<file path="src/rtl/lane_fifo_bank_if.sv">
// lane_fifo_bank_if: steered enqueue port plus per-lane first/deq views of the FIFO bank
interface lane_fifo_bank_if #(
    parameter int FUNNEL_WIDTH = 8,
    parameter int WIDTH        = 16
);
    localparam int LW = $clog2(FUNNEL_WIDTH);
    logic                          enq_ena;
    logic [WIDTH-1:0]              enq_v;
    logic [LW-1:0]                 enq_lane;
    logic                          enq_rdy;
    logic [FUNNEL_WIDTH-1:0]       deq_ena;
    logic [FUNNEL_WIDTH-1:0]       deq_rdy;
    logic [FUNNEL_WIDTH*WIDTH-1:0] first;
    logic [FUNNEL_WIDTH-1:0]       first_rdy;
    logic [FUNNEL_WIDTH-1:0]       nonempty;
    modport master (
        output enq_ena, enq_v, enq_lane, deq_ena,
        input  enq_rdy, deq_rdy, first, first_rdy, nonempty
    );
    modport slave (
        input  enq_ena, enq_v, enq_lane, deq_ena,
        output enq_rdy, deq_rdy, first, first_rdy, nonempty
    );
endinterface

</file>
<file path="src/rtl/lane_fifo_bank.sv">
// lane_fifo_bank: bank of independent per-lane FIFOs fed by one steered enqueue port
module lane_fifo_bank #(
    parameter int FUNNEL_WIDTH = 8,
    parameter int WIDTH        = 16,
    parameter int DEPTH        = 4
) (
    input logic             CLK,
    input logic             nRST,
    lane_fifo_bank_if.slave bus
);
    localparam int LW = $clog2(FUNNEL_WIDTH);
    localparam int PW = $clog2(DEPTH);
    localparam logic [PW:0] FULL = (PW+1)'(DEPTH);
    logic [FUNNEL_WIDTH-1:0] full;
    logic [FUNNEL_WIDTH-1:0] nonempty;
    logic                    in_range;
    assign in_range      = int'(bus.enq_lane) < FUNNEL_WIDTH;
    assign bus.enq_rdy   = in_range && !full[bus.enq_lane];
    assign bus.deq_rdy   = nonempty;
    assign bus.first_rdy = nonempty;
    assign bus.nonempty  = nonempty;
    for (genvar i = 0; i < FUNNEL_WIDTH; i++) begin : g_lane
        logic [WIDTH-1:0] mem [DEPTH];
        logic [PW:0]      count;
        logic [PW-1:0]    rd_ptr;
        logic [PW-1:0]    wr_ptr;
        logic             enq_fire;
        logic             deq_fire;
        assign full[i]     = count == FULL;
        assign nonempty[i] = count != '0;
        assign enq_fire    = bus.enq_ena && bus.enq_rdy && bus.enq_lane == LW'(i);
        assign deq_fire    = bus.deq_ena[i] && nonempty[i];
        assign bus.first[i*WIDTH +: WIDTH] = nonempty[i] ? mem[rd_ptr] : '0;
        // occupancy and pointers; simultaneous enq/deq leaves count unchanged
        always_ff @(posedge CLK) begin
            if (!nRST) begin
                count  <= '0;
                rd_ptr <= '0;
                wr_ptr <= '0;
            end else begin
                count <= count + (PW+1)'(enq_fire) - (PW+1)'(deq_fire);
                if (enq_fire) wr_ptr <= wr_ptr + PW'(1);
                if (deq_fire) rd_ptr <= rd_ptr + PW'(1);
            end
        end
        // storage is deliberately left unreset; empty lanes mask it on the output
        always_ff @(posedge CLK) begin
            if (enq_fire) mem[wr_ptr] <= bus.enq_v;
        end
        // dequeue on an empty lane is a protocol error from the funnel side
        always_ff @(posedge CLK) begin
            if (nRST) assert (!(bus.deq_ena[i] && !nonempty[i]));
        end
    end
endmodule
</file>
<file path="src/flat_wrapper.sv">
// flat-port wrapper written by rule: the top's interface ports become plain ports
module lane_fifo_bank_flat 
#(
    parameter int FUNNEL_WIDTH = 8,
    parameter int WIDTH        = 16,
    parameter int DEPTH        = 4
)
  (CLK, nRST, bus_enq_ena, bus_enq_v, bus_enq_lane, bus_deq_ena, bus_enq_rdy, bus_deq_rdy, bus_first, bus_first_rdy, bus_nonempty);
  lane_fifo_bank_if #(.FUNNEL_WIDTH(FUNNEL_WIDTH), .WIDTH(WIDTH)) bus_i ();
  input logic CLK;
  input logic nRST;
  input wire logic [$bits(bus_i.enq_ena)-1:0] bus_enq_ena;
  input wire logic [$bits(bus_i.enq_v)-1:0] bus_enq_v;
  input wire logic [$bits(bus_i.enq_lane)-1:0] bus_enq_lane;
  input wire logic [$bits(bus_i.deq_ena)-1:0] bus_deq_ena;
  output wire logic [$bits(bus_i.enq_rdy)-1:0] bus_enq_rdy;
  output wire logic [$bits(bus_i.deq_rdy)-1:0] bus_deq_rdy;
  output wire logic [$bits(bus_i.first)-1:0] bus_first;
  output wire logic [$bits(bus_i.first_rdy)-1:0] bus_first_rdy;
  output wire logic [$bits(bus_i.nonempty)-1:0] bus_nonempty;
  assign bus_i.enq_ena = bus_enq_ena;
  assign bus_i.enq_v = bus_enq_v;
  assign bus_i.enq_lane = bus_enq_lane;
  assign bus_i.deq_ena = bus_deq_ena;
  assign bus_enq_rdy = bus_i.enq_rdy;
  assign bus_deq_rdy = bus_i.deq_rdy;
  assign bus_first = bus_i.first;
  assign bus_first_rdy = bus_i.first_rdy;
  assign bus_nonempty = bus_i.nonempty;
  lane_fifo_bank #(.FUNNEL_WIDTH(FUNNEL_WIDTH), .WIDTH(WIDTH), .DEPTH(DEPTH)) u_core (.CLK(CLK), .nRST(nRST), .bus(bus_i));
endmodule
</file>
<file path="config.mk">
export PLATFORM = sky130hd
export DESIGN_NAME = lane_fifo_bank_flat
export DESIGN_NICKNAME = d
export VERILOG_FILES = /design/src/rtl/lane_fifo_bank_if.sv /design/src/rtl/lane_fifo_bank.sv /design/src/flat_wrapper.sv
export SDC_FILE = /design/constraint.sdc
export NUM_CORES = 1
export LEC_CHECK = 0
export ABC_AREA = 1
export BUFFER_PORTS_ARGS = -buffer_cell sky130_fd_sc_hd__buf_2
export CAP_MARGIN = 20
export CELL_PAD_IN_SITES_DETAIL_PLACEMENT = 0
export CELL_PAD_IN_SITES_GLOBAL_PLACEMENT = 1
export CORE_ASPECT_RATIO = 0.9
export CORE_MARGIN = 2
export CORE_UTILIZATION = 52
export DETAILED_ROUTE_END_ITERATION = 16
export PLACE_DENSITY_LB_ADDON = 0.1
export SETUP_SLACK_MARGIN = 0.15
export SYNTH_ARGS = -nofsm -noshare
export SYNTH_HDL_FRONTEND = slang
export SYNTH_SLANG_ARGS = --single-unit
</file>
<file path="constraint.sdc">
create_clock -name CLK -period 3.8 [get_ports CLK]
set_input_delay 0.76 -clock CLK [delete_from_list [all_inputs] [get_ports CLK]]
set_output_delay 0.76 -clock CLK [all_outputs]
set_load 0.02 [all_outputs]
</file>
**Word level (Yosys, flattened, before mapping)**

Memory sizes are Yosys's and may differ from the RTL's. A register that Yosys moved wholly into a read port is not among the register bits.
Cells that the tools add are included.

- $add $sub $neg: 32
- Order comparisons: 1
- Eq/ne operators: 15
- Multiplexer cells: 42
- Reductions and logical operators: 27

Operators by type and width:

| cell | number |
|---|---|
| 2-to-1 mux 16 bit | 8 |
| == test 3 bit, second input constant | 12 |
| adder 2 x 1 -> 2 bit, second input constant | 16 |
| 2-to-1 mux 2 bit | 16 |
| adder 3 x 1 -> 3 bit | 8 |
| nonzero test 3 bit | 8 |
| subtractor 3 x 1 -> 3 bit | 8 |
| logical AND 1 bit | 17 |
| 2-to-1 mux 1 bit | 17 |
| == test 3 x 2 -> 1 bit, second input constant | 2 |
| < comparator 3 x 4 -> 1 bit, second input constant | 1 |
| binary-select mux 1 bit (select 3 bit) | 1 |
| == test 3 x 1 -> 1 bit, second input constant | 1 |
| zero test 3 bit | 1 |
| zero test 1 bit | 1 |

- Bits in registers: 56
- RAM bits: 512
- Output and inout bits: 153
- Logic and storage cells: 149
- Memories kept: 8

Memory list:

| memory | depth | width | rd ports | clocked after Yosys merged registers in | write ports | line | RTL |
|---|---|---|---|---|---|---|---|
| u_core.g_lane[0].mem | 4 | 16 | 1 | 1 | 1 | lane_fifo_bank.sv:23 | `logic [WIDTH-1:0] mem [DEPTH];` |
| u_core.g_lane[1].mem | 4 | 16 | 1 | 1 | 1 | lane_fifo_bank.sv:23 |  |
| u_core.g_lane[2].mem | 4 | 16 | 1 | 1 | 1 | lane_fifo_bank.sv:23 |  |
| u_core.g_lane[3].mem | 4 | 16 | 1 | 1 | 1 | lane_fifo_bank.sv:23 |  |
| u_core.g_lane[4].mem | 4 | 16 | 1 | 1 | 1 | lane_fifo_bank.sv:23 |  |
| u_core.g_lane[5].mem | 4 | 16 | 1 | 1 | 1 | lane_fifo_bank.sv:23 |  |
| 2 more memories | - | - | - | - | - | - |  |

**Logic depth before layout (Yosys ltp)**

- Depth in word-level cells: 8
- Mapped depth: 15
- Mapped depth without buffers: 15

**Worst setup path before layout**

Ideal clock, no wire load.

- Path kind: input port to flip-flop
- From: input port bus_enq_lane[2]
- To: memory u_core.g_lane[0].mem[0][0] (enable)
- Setup time: 0.389 ns
- Arrival time: 2.223 ns
- Data required time: 3.411 ns
- Path slack: 1.188 ns
- Stages on the path: 7
- Path buffers: 2
- Cells stage by stage: buf_2 a21oi_1 nand3_2 nand2_4 buf_8 nand3_4 nor2_1

- Word-level cells in the longest chain between the ends: 7
- Elaborated cells on any way between the ends: 8
- Those cells by class: mux: 4; reduce/logical: 4

Ends and longest elaborated chain:

| what | line | RTL |
|---|---|---|
| start: declaration | flat_wrapper.sv:14 | `input wire logic [$bits(bus_i.enq_lane)-1:0] bus_enq_lane;` |
| binary-select mux 1 bit (select 3 bit) | lane_fifo_bank.sv:18 | `assign bus.enq_rdy = in_range && !full[bus.enq_lane];` |
| 2-to-1 mux 1 bit (not written as such) | lane_fifo_bank.sv:18 |  |
| zero test 1 bit | lane_fifo_bank.sv:18 |  |
| named net bus_enq_rdy | flat_wrapper.sv:16 | `output wire logic [$bits(bus_i.enq_rdy)-1:0] bus_enq_rdy;` |
| logical AND 1 bit (2 in series) | lane_fifo_bank.sv:31 | `assign enq_fire = bus.enq_ena && bus.enq_rdy && bus.enq_lane == LW'(i);` |
| 2-to-1 mux 1 bit | lane_fifo_bank.sv:48 | `if (enq_fire) mem[wr_ptr] <= bus.enq_v;` |
| 2-to-1 mux 1 bit (not written as such) | lane_fifo_bank.sv:48 |  |
| end: declaration | lane_fifo_bank.sv:23 |  |

The timed path passes the listed nets, and every way through them passes these cells. The select of a mux whose other input is x is not followed.

==> flow_metrics.env <==
export IMPL_status="finished, final reports clean"
export IMPL_worst_pin_slew_ps=943
export IMPL_hpwl_mm=31.3
export IMPL_wirelength_mm=54.6
export IMPL_crit_slowest_cell="dfxtp_1"
export IMPL_yosys_cell_count_top_type="nor2_1"
export IMPL_synth_largest_area_cell="edfxtp_1"
export IMPL_portBuffers=182
export IMPL_clk_latency_ps=610
export IMPL_grt_max_degree=34
export IMPL_num_vias=15200
export IMPL_pin_count=183
export IMPL_post_drt_via_cell_ratio=5.25
export IMPL_coreArea_sq_mm=0.0452
export IMPL_drtIter0Drc=1243
export IMPL_post_drt_wl_per_cell_microns=18.9
export IMPL_fin_cells=2893
export IMPL_clock_skew_ps=24.3
export IMPL_p_leak_nw=10.3
export IMPL_synth_top_area_frac=0.648
export IMPL_dieArea_sq_mm=0.0473
export IMPL_r2r_end="u_core.g_lane[6].count[2]"
export IMPL_grtUsageTotal=0.230
export IMPL_clk_pin_slew_ps=60
export IMPL_synth_cells=2054
export IMPL_syn_num_nets=2140
export IMPL_ctsHoldBuffers=0
export IMPL_cts_buffers_inserted=59
export IMPL_drc=0
export IMPL_dp_cells=2780
export IMPL_ant_nets=0
export IMPL_grt_remaining_overflow=0
export IMPL_cellPowerDensity_mw_per_mm2=693
export IMPL_critPathArrivalTime_ps=2670
export IMPL_yosysSeqAreaShare=0.709
export IMPL_num_nets_final=2319
export IMPL_grt_pass1_vias=14500
export IMPL_antenna_found_initial=2
export IMPL_yosysWarnings=0
export IMPL_worst_path_stages=5
export IMPL_place_gp_congestion=0.806
export IMPL_fin_crit_ps=3430
export IMPL_setup_worst_path_start_class="register"
export IMPL_avgSynthCellArea_sq_um=11.5
export IMPL_max_cap_viol_count=0
export IMPL_path_delay_family="flip-flops"
export IMPL_fin_tns_setup_ps=0
export IMPL_cpPeakStageDelay_ps=760
export IMPL_r2r_setup_slack_ps=1240
export IMPL_die_h_microns=207
export IMPL_crit_type="register to output port"
export IMPL_synth_common_cells="nor2_1 (582), edfxtp_1 (512), o21ai_0 (276), a21oi_1 (163), inv_1 (156)"
export IMPL_cts_tree="yes"
export IMPL_slew_headroom=0.371
export IMPL_fmax_ghz=0.292
export IMPL_hold_slack_ps=465
export IMPL_ys_types=28
export IMPL_cts_root_buf="clkbuf_16"
export IMPL_htreeDepth=2
export IMPL_holdPathStages=2
export IMPL_cp_cell_sequence="inv_1 -> nor2_1 -> o21ai_0 -> a21oi_1 -> buf_2"
export IMPL_setup_viol=0
export IMPL_path_max_fanout=17
export IMPL_endpoint_kind="output port"
export IMPL_areaGrowthSynthToFinish_pct=15.0
export IMPL_peakVddDrop_mv=0.414
export IMPL_drv_slew=0
export IMPL_synth_seq_cells=584
export IMPL_r2r_cells=11
export IMPL_rsz0062_at_grt="false"
export IMPL_synth_edf_count=512
export IMPL_final_hold_viol_count=0
export IMPL_reg2reg_from="u_core.g_lane[6].count[1]"
export IMPL_clockBufferDepth=3
export IMPL_cts_sink_count=584
export IMPL_postCtsSetupRepairBufs=0
export IMPL_initial_core_util=0.525
export IMPL_drt_pass1_iter_count=6
export IMPL_row_count=74
export IMPL_fin_crit_sh=0.902
export IMPL_crit_path_end="bus_first[25]"
export IMPL_synthFlopType="edfxtp_1"
export IMPL_layout_drive_gt1_share=0.155
export IMPL_hold_path_class="register to register"
export IMPL_netlist_area_sq_mm=0.0237
export IMPL_cts_resized=0
export IMPL_ys_top_cells_by_area="edfxtp_1 (65%), nor2_1 (9.2%), dfxtp_1 (6.1%)"
export IMPL_die_x_microns=229
export IMPL_critPathRequiredTime_ps=3040
export IMPL_async_flop_share=0
export IMPL_grt_pass1_wl_mm=83.6
export IMPL_critPathBufInv=2
## cells by family after synthesis
family,synth area share
xor gates and xnor gates,0.00258
AOI/OAI and AO/OA,0.0926
DFF,0.709
and+or+nand+nor,0.117
buffers and inverters,0.0468
adders and majority gates,0.0321
## layout by cell type (no fill, tap or decap), types with 48 or more instances in the layout
cell       Yosys  final
dfxtp_1       72     72
clkbuf_16      0     62
inv_1        156    156
nand2_1       70     70
buf_2          2    182
edfxtp_1     512    512
ha_1          48     48
a21oi_1      163    163
nor2_1       582    582
buf_4         16     50
o21ai_0      276    276
## where the power goes
part	leakage [nW]	switching, mW	internal [mW]
clock network	0.984	2.37	3.53
logic	4.11	3.96	1.61
registers	5.20	0.217	7.21
## sequential cells by signal, indices dropped and copies added (netlist names), named ones only
name and cells:
u_core.g_lane.mem 512, u_core.g_lane.count 24, u_core.g_lane.rd_ptr 16, u_core.g_lane.wr_ptr 16
## metrics by stage
stage / power [mW] / area (sq um) / worst slack (ps) / utilization
6_report: 18.9 / 27300 / 372 / 0.604
3_5_place_dp: 13.2 / 25300 / 934 / 0.559
4_1_cts: 19.1 / 27300 / 323 / 0.603
5_1_grt: 19.9 / 27300 / 203 / 0.603
3_3_place_gp: 13.1 / 25300 / 996 / 0.559
2_1_floorplan: 11.3 / 23700 / 1190 / -
## worst reg2reg max path: cells and delay by family, from the launching register on
family                   cells  cell delay [ps]
AND/OR/NAND/NOR              3              600
flip-flops                   1              350
AO/OA/AOI/OAI                1              110
adder cells (fa/ha/maj)      3              890
buffers and inverters        4              540
## layer usage
| layer | vias to the layer above | share of wire | GRT usage |
|---|---|---|---|
| li1 | 7350 | - | - |
| met1 | 7353 | 0.46 | 0.331 |
| met2 | 396 | 0.47 | 0.373 |
| met3 | 75 | 0.052 | 0.0306 |
| met4 | 0 | 0.021 | 0.0654 |
| met5 | - | 0 | 0 |
## cell type report
| type | count | area (sq um) |
|---|---|---|
| Inverter | 162 | 608 |
| Multi-Input combinational cell | 1194 | 5790 |
| Clock inverter | 27 | 287 |
| Antenna cell | 2 | 5.00 |
| Fill cell | 3765 | 17900 |
| Timing Repair Buffer | 232 | 1290 |
| Sequential cell | 584 | 16800 |
| Clock buffer | 84 | 1710 |
| Tap cell | 608 | 761 |
## how the worst min path moves through the flow
stage / endpoint / startpoint / slack, ps
after global placement: register / u_core.g_lane[6].rd_ptr[1] / 450
final: u_core.g_lane[7].rd_ptr[1] / u_core.g_lane[7].rd_ptr[1] / 470
after detailed placement: register / u_core.g_lane[4].rd_ptr[1] / 460
after global routing: register / u_core.g_lane[5].rd_ptr[1] / 490
after CTS: register / u_core.g_lane[4].rd_ptr[1] / 470
after floorplan: register / u_core.g_lane[7].rd_ptr[1] / 440
Note: power is estimated with default switching activity, not from simulation.
